$ cat config.mk
export PLATFORM = sky130hd
export DESIGN_NAME = npc_sequencer
export DESIGN_NICKNAME = d
export VERILOG_FILES = /design/src/rtl/cpu_defs.sv /design/src/rtl/npc_target_calc.sv /design/src/rtl/npc_sequencer.sv
export SDC_FILE = /design/constraint.sdc
export NUM_CORES = 1
export LEC_CHECK = 0
export BUFFER_PORTS_ARGS = -buffer_cell sky130_fd_sc_hd__buf_4
export CAP_MARGIN = 20
export CORE_ASPECT_RATIO = 1.4
export CORE_MARGIN = 1
export CORE_UTILIZATION = 49
export CTS_BUF_LIST = sky130_fd_sc_hd__clkbuf_8 sky130_fd_sc_hd__clkbuf_16
export CTS_CLUSTER_SIZE = 8
export DETAILED_ROUTE_END_ITERATION = 10
export MAX_ROUTING_LAYER = met4
export PLACE_DENSITY = 0.8
export RECOVER_POWER = 50
export SKIP_CTS_REPAIR_TIMING = 1
export SYNTH_ARGS = -nofsm -noshare
export SYNTH_HDL_FRONTEND = slang
export SYNTH_SLANG_ARGS = --single-unit
$ cat constraint.sdc
create_clock -name clk -period 3.4 [get_ports clk]
set_input_delay 0.34 -clock clk [delete_from_list [all_inputs] [get_ports clk]]
set_output_delay 0.34 -clock clk [all_outputs]
set_load 0.02 [all_outputs]
$ cat src/rtl/cpu_defs.sv
// Shared definitions for the next-PC path: npc_op encodings, sequencer
// states and the default IFU reset vector.
package cpu_defs;

    localparam logic [1:0] NPC_SEQ    = 2'd0;
    localparam logic [1:0] NPC_BRANCH = 2'd1;
    localparam logic [1:0] NPC_JUMP   = 2'd2;
    localparam logic [1:0] NPC_JREG   = 2'd3;

    typedef enum logic {
        S_SEQ  = 1'b0,
        S_SLOT = 1'b1
    } npc_state_t;

    localparam logic [31:0] RESET_PC_DEFAULT = 32'h0000_3000;

endpackage

$ cat src/rtl/npc_target_calc.sv
// Combinational target arithmetic: fall-through, branch, jump and register
// targets, plus the redirect decision for the current npc_op.
module npc_target_calc
    import cpu_defs::*;
(
    input  logic [31:0] PC,
    input  logic [15:0] imm16,
    input  logic [25:0] imm26,
    input  logic [1:0]  npc_op,
    input  logic        br_taken,
    input  logic [31:0] ra_val,
    output logic [31:0] pc4,
    output logic [31:0] pc8,
    output logic [31:0] tgt,
    output logic        redirect
);

    logic [31:0] br_off;
    logic [31:0] br_tgt;
    logic [31:0] j_tgt;

    assign pc4    = PC + 32'd4;
    assign pc8    = PC + 32'd8;
    assign br_off = {{14{imm16[15]}}, imm16, 2'b00};
    assign br_tgt = pc4 + br_off;
    // Jumps stay within the 256 MB region of the instruction after the jump.
    assign j_tgt  = {pc4[31:28], imm26, 2'b00};

    always_comb begin
        tgt      = pc4;
        redirect = 1'b0;
        case (npc_op)
            NPC_BRANCH: begin
                tgt      = br_tgt;
                redirect = br_taken;
            end
            NPC_JUMP: begin
                tgt      = j_tgt;
                redirect = 1'b1;
            end
            NPC_JREG: begin
                tgt      = ra_val;
                redirect = 1'b1;
            end
            default: begin
                tgt      = pc4;
                redirect = 1'b0;
            end
        endcase
    end

endmodule

$ cat src/rtl/npc_sequencer.sv
// Next-PC sequencer driving the IFU: sequential fetch, branches and jumps,
// with optional MIPS delay-slot handling through a pending-target register.
module npc_sequencer
    import cpu_defs::*;
#(
    parameter logic [31:0] RESET_PC   = RESET_PC_DEFAULT,
    parameter bit          DELAY_SLOT = 1'b1
) (
    input  logic        clk,
    input  logic        reset,
    input  logic [31:0] PC,
    input  logic [15:0] imm16,
    input  logic [25:0] imm26,
    input  logic [1:0]  npc_op,
    input  logic        br_taken,
    input  logic [31:0] ra_val,
    input  logic        stall,
    output logic [31:0] NPC,
    output logic [31:0] link_addr,
    output logic        in_slot
);

    npc_state_t  st;
    npc_state_t  st_next;
    logic [31:0] pend_tgt;
    logic [31:0] pend_next;

    logic [31:0] pc4;
    logic [31:0] pc8;
    logic [31:0] tgt;
    logic        redirect;

    npc_target_calc u_target (
        .PC       (PC),
        .imm16    (imm16),
        .imm26    (imm26),
        .npc_op   (npc_op),
        .br_taken (br_taken),
        .ra_val   (ra_val),
        .pc4      (pc4),
        .pc8      (pc8),
        .tgt      (tgt),
        .redirect (redirect)
    );

    always_ff @(posedge clk) begin
        if (reset) begin
            st       <= S_SEQ;
            pend_tgt <= 32'd0;
        end else begin
            st       <= st_next;
            pend_tgt <= pend_next;
        end
    end

    // A stalled instruction is not consumed, so neither state nor the
    // pending target may advance; a redirect seen in the slot is dropped.
    always_comb begin
        st_next   = st;
        pend_next = pend_tgt;
        NPC       = pc4;
        link_addr = pc8;
        in_slot   = 1'b0;

        if (reset) begin
            st_next   = S_SEQ;
            NPC       = RESET_PC;
            link_addr = RESET_PC + 32'd8;
            in_slot   = 1'b0;
        end else if (DELAY_SLOT) begin
            in_slot   = (st == S_SLOT);
            link_addr = pc8;
            case (st)
                S_SEQ: begin
                    if (stall) begin
                        NPC = PC;
                    end else if (redirect) begin
                        NPC       = pc4;
                        pend_next = tgt;
                        st_next   = S_SLOT;
                    end else begin
                        NPC = pc4;
                    end
                end
                S_SLOT: begin
                    if (stall) begin
                        NPC = PC;
                    end else begin
                        NPC     = pend_tgt;
                        st_next = S_SEQ;
                    end
                end
                default: begin
                    NPC     = pc4;
                    st_next = S_SEQ;
                end
            endcase
        end else begin
            st_next   = S_SEQ;
            link_addr = pc4;
            in_slot   = 1'b0;
            if (stall) begin
                NPC = PC;
            end else if (redirect) begin
                NPC = tgt;
            end else begin
                NPC = pc4;
            end
        end
    end

endmodule

==> impl_results.md <==
- Outcome: completed
- Total number of vias: 7314
- Clock transition at path regs: about 60 ps
- CTS tree: built
- Portion of the post-synthesis area used by sequential elements: 11.5%
- Post-DP Area: between 7000 and 8000 µm²
- Core Region: 11400 µm²
- Fraction of the cycle the final worst path needs: 98.2%
- Insertion delay to the later sink of the worst-skew pair: approximately 280 ps
- Critical path data required time: 3560 ps
- Root cell of the clock tree: sky130_fd_sc_hd__clkbuf_16
- GRT Residual Overflow: 0
- H-tree depth: 2
- Library cells used by synthesis: 80
- Sum of negative setup slack: 0 ps
- Final setup violation count: 0
- Chip Width: 93.5 µm
- Crit path launch type: primary input
- CTS sink cnt: 33
- Final Worst Setup Slack: 62.3 ps
- Hold_ws: 386 ps
- Boundary Pins: 177
- Die footprint: 12200 µm²
- Total count of hold-check failures in the final report: 0
- Achievable frequency: 300 MHz
- Hold/Removal Path Class: in -> reg
- Static power due to leakage: 3.80 nW
- First element of the critical path: PC[3]
- Overall track demand over capacity in global routing: ~33%
- Proportion of netlist area held by the largest area contributor: 11.5%
- Most frequently used cell type in the post-synthesis netlist: sky130_fd_sc_hd__nor2_1
- Kind of capture point of the worst setup path: flip-flop
- Nets in the synthesized netlist: roughly 1000
- Final WL: 21.3 mm
- Arr. time, crit path: approximately 3500 ps
- Site Rows: 46
- Wire length of the first global-routing pass: 31.3 mm
- Setup repair after global routing missed its margin: true
- Max_cap viols: 0
- Routing usage on met3: 2.80%
- CP Cell Sequence: buf_8, ha_4, and3_4, nand4_1, buf_6, nor2_4, xor2_2, ha_1, a21o_1, o21bai_2, o21a_1, o31a_1, o211ai_1, o211ai_1, xor2_1, a221oi_2, nor3_1
- Reg-to-reg setup timing slack: 1560 ps
- Inserted Clock Buffers: 5
- Number of cells traversed by the worst register-to-register path: 4
- Maximum number of pins on one net before global-route repair: 52
- Commonest register cell after synthesis: sky130_fd_sc_hd__dfxtp_1
- Worst setup path category: in -> reg
- Count of final max-slew check failures: 0
- Worst clock skew: 4.54 ps
- Antenna Diode Count: 0
- Highest fanout seen on the critical path: 4
- Master of the slowest instance on the critical path: sky130_fd_sc_hd__o31a_1
- Final Critical Period: 3340 ps
- ANT nets after route: 0
- Leading area contributor after synthesis: sky130_fd_sc_hd__dfxtp_1
- Fraction of final layout cells sized beyond drive strength 1: 37.0%
- Worst r2r dst: pend_tgt[17]$_SDFFE_PP0P_
- Crit path capture: pend_tgt[29]$_SDFFE_PP0P_
- Via count of the first global-routing pass: 6431
- Crit-path most repeated cell: sky130_fd_sc_hd__o211ai_1
- Commonest cells in the netlist: 127 x sky130_fd_sc_hd__nor2_1, 84 x sky130_fd_sc_hd__a21oi_1, 66 x sky130_fd_sc_hd__nand2_1, 42 x sky130_fd_sc_hd__o21ai_0, 39 x sky130_fd_sc_hd__clkbuf_1
- HPWL after detailed placement: 15.8 mm
- Worst ir drop on vdd: 0.187 mV
- Antenna violations before repair: 0
- Nets: between 1000 and 1500
- Post-Synthesis Cells: between 800 and 900
- Top post-synthesis cells by area: sky130_fd_sc_hd__dfxtp_1 12%, sky130_fd_sc_hd__nor2_1 8.3%, sky130_fd_sc_hd__ha_1 7.8%
- RePlAce Congestion: 0.966
- Number of iterations in the first detailed-routing pass: 7
- Share of flip-flops with an asynchronous set or reset after synthesis: 0%
- Count of flip-flops with a built-in enable after synthesis: 0
- Effective utilization at floorplan: between 50% and 60%
- Clock Path Buffers: 2
- Cell Area, Synth: 5740 µm²
- Layout overhead on the synthesized area: 43.5%
- Global-route track usage on met2: 55.2%
- Buffers added on ports: 176
- Per-instance average area after synthesis: 6.96 µm²
- Vertical die dimension: roughly 130 µm
- Routing usage on met1: around 43%
- Count of yosys warnings during synthesis: 0
- Average wire per cell in the routed design: 17.4 µm
- Power per unit of standard cell area: between 200 and 300 nW/µm²
- Iteration-0 DRC count of the detailed router: about 570
- Final standard cell area without fillers: around 8200 µm²
- Most Crowded Layer GR: met2
- # DRC: 0
- Via count normalized by instance count: 6.00
- Stage delay of the slowest cell on the critical path: 290 ps
- Max-Slew Margin vs Limit: 34.6%
- R2R Path Start: st$_SDFF_PP0_
- DP Worst Slack: -322 ps
- Worst Tran Pin Value: 981 ps
- Flops & latches, synth: 33
## metal layers
metal  part of all wire, %  vias to the layer above
met2                    47                      417
met4                   3.3                        0
met3                   9.1                       76
li1                      -                     3458
met1                    40                     3363
met5                     0                        -
## how the worst min path moves through the flow
stage / from / end / slack (ps) / depth (start not counted)
after global routing: PC[0] / pend_tgt[0]$_SDFFE_PP0P_ / 420 / 3
after global placement: pend_tgt[2]$_SDFFE_PP0P_ / pend_tgt[2]$_SDFFE_PP0P_ / 450 / 2
after CTS: PC[1] / pend_tgt[1]$_SDFFE_PP0P_ / 380 / 3
final: PC[0] / pend_tgt[0]$_SDFFE_PP0P_ / 390 / 3
after floorplan: pend_tgt[2]$_SDFFE_PP0P_ / pend_tgt[2]$_SDFFE_PP0P_ / 430 / 2
after detailed placement: pend_tgt[2]$_SDFFE_PP0P_ / pend_tgt[2]$_SDFFE_PP0P_ / 470 / 2
## area by class of cell
class	instances	area, µm²
Tap cell	144	180
Clock buffer	7	153
Timing Repair Buffer	312	2360
Inverter	22	82.6
Multi-Input combinational cell	700	4800
Fill cell	896	3150
Clock inverter	1	5.00
Sequential cell	33	662
## layout by cell type, fill, tap and decap left out, drive strengths merged, types with 4 or more instances in the layout
cell / count
a211oi: 7
a21o: 15
a21oi: 85
a221oi: 16
a22o: 6
a22oi: 5
a31oi: 9
and2: 6
and3: 15
and4: 6
buf: 312
clkbuf: 7
dfxtp: 33
ha: 36
inv: 22
mux2: 16
mux2i: 23
nand2: 66
nand2b: 7
nand3: 18
nand4: 18
nor2: 129
nor2b: 8
nor3: 35
o211ai: 5
o21a: 6
o21ai: 44
o21bai: 4
or3: 8
xnor2: 38
xor2: 36
## cell families (layout without fill, tap and decap cells)
kind of cell | Yosys count | in the layout | synth area share, %
and+or+nand+nor | 320 | 320 | 27.0
xor gates and xnor gates | 74 | 74 | 11.3
adders and majority gates | 37 | 37 | 8.19
buffers and inverters | 92 | 342 | 8.95
muxes | 39 | 39 | 7.15
DFF | 33 | 33 | 11.5
AOI/OAI and AO/OA | 230 | 230 | 25.9
## sequential cells by signal (all words and copies together), names as in the netlist
name,cells
st,1
pend_tgt,32
## metrics by stage
stage / util, % / std cells / power (mW)
2_1_floorplan: - / 825 / 1.10
3_3_place_gp: 68.5 / 1202 / 1.52
3_5_place_dp: 68.5 / 1202 / 1.53
4_1_cts: 69.9 / 1210 / 2.01
5_1_grt: 72.3 / 1219 / 2.17
6_report: 72.3 / 1219 / 2.07
## where the power goes
| group | leakage [nW] | switching (mW) | internal, mW | total (mW) |
|---|---|---|---|---|
| sequential | 0.272 | 0.0243 | 0.420 | 0.445 |
| combinational | 3.45 | 0.609 | 0.535 | 1.14 |
| clock | 0.0799 | 0.172 | 0.310 | 0.482 |
## worst max-delay path, delay by kind of cell
kind            cells  cell delay (ps)
xor+xnor            2              360
buf+inv             2              320
compound gates      7             1430
fa+ha+maj           2              380
simple gates        4              660
Power figures use the tool's default switching activity.
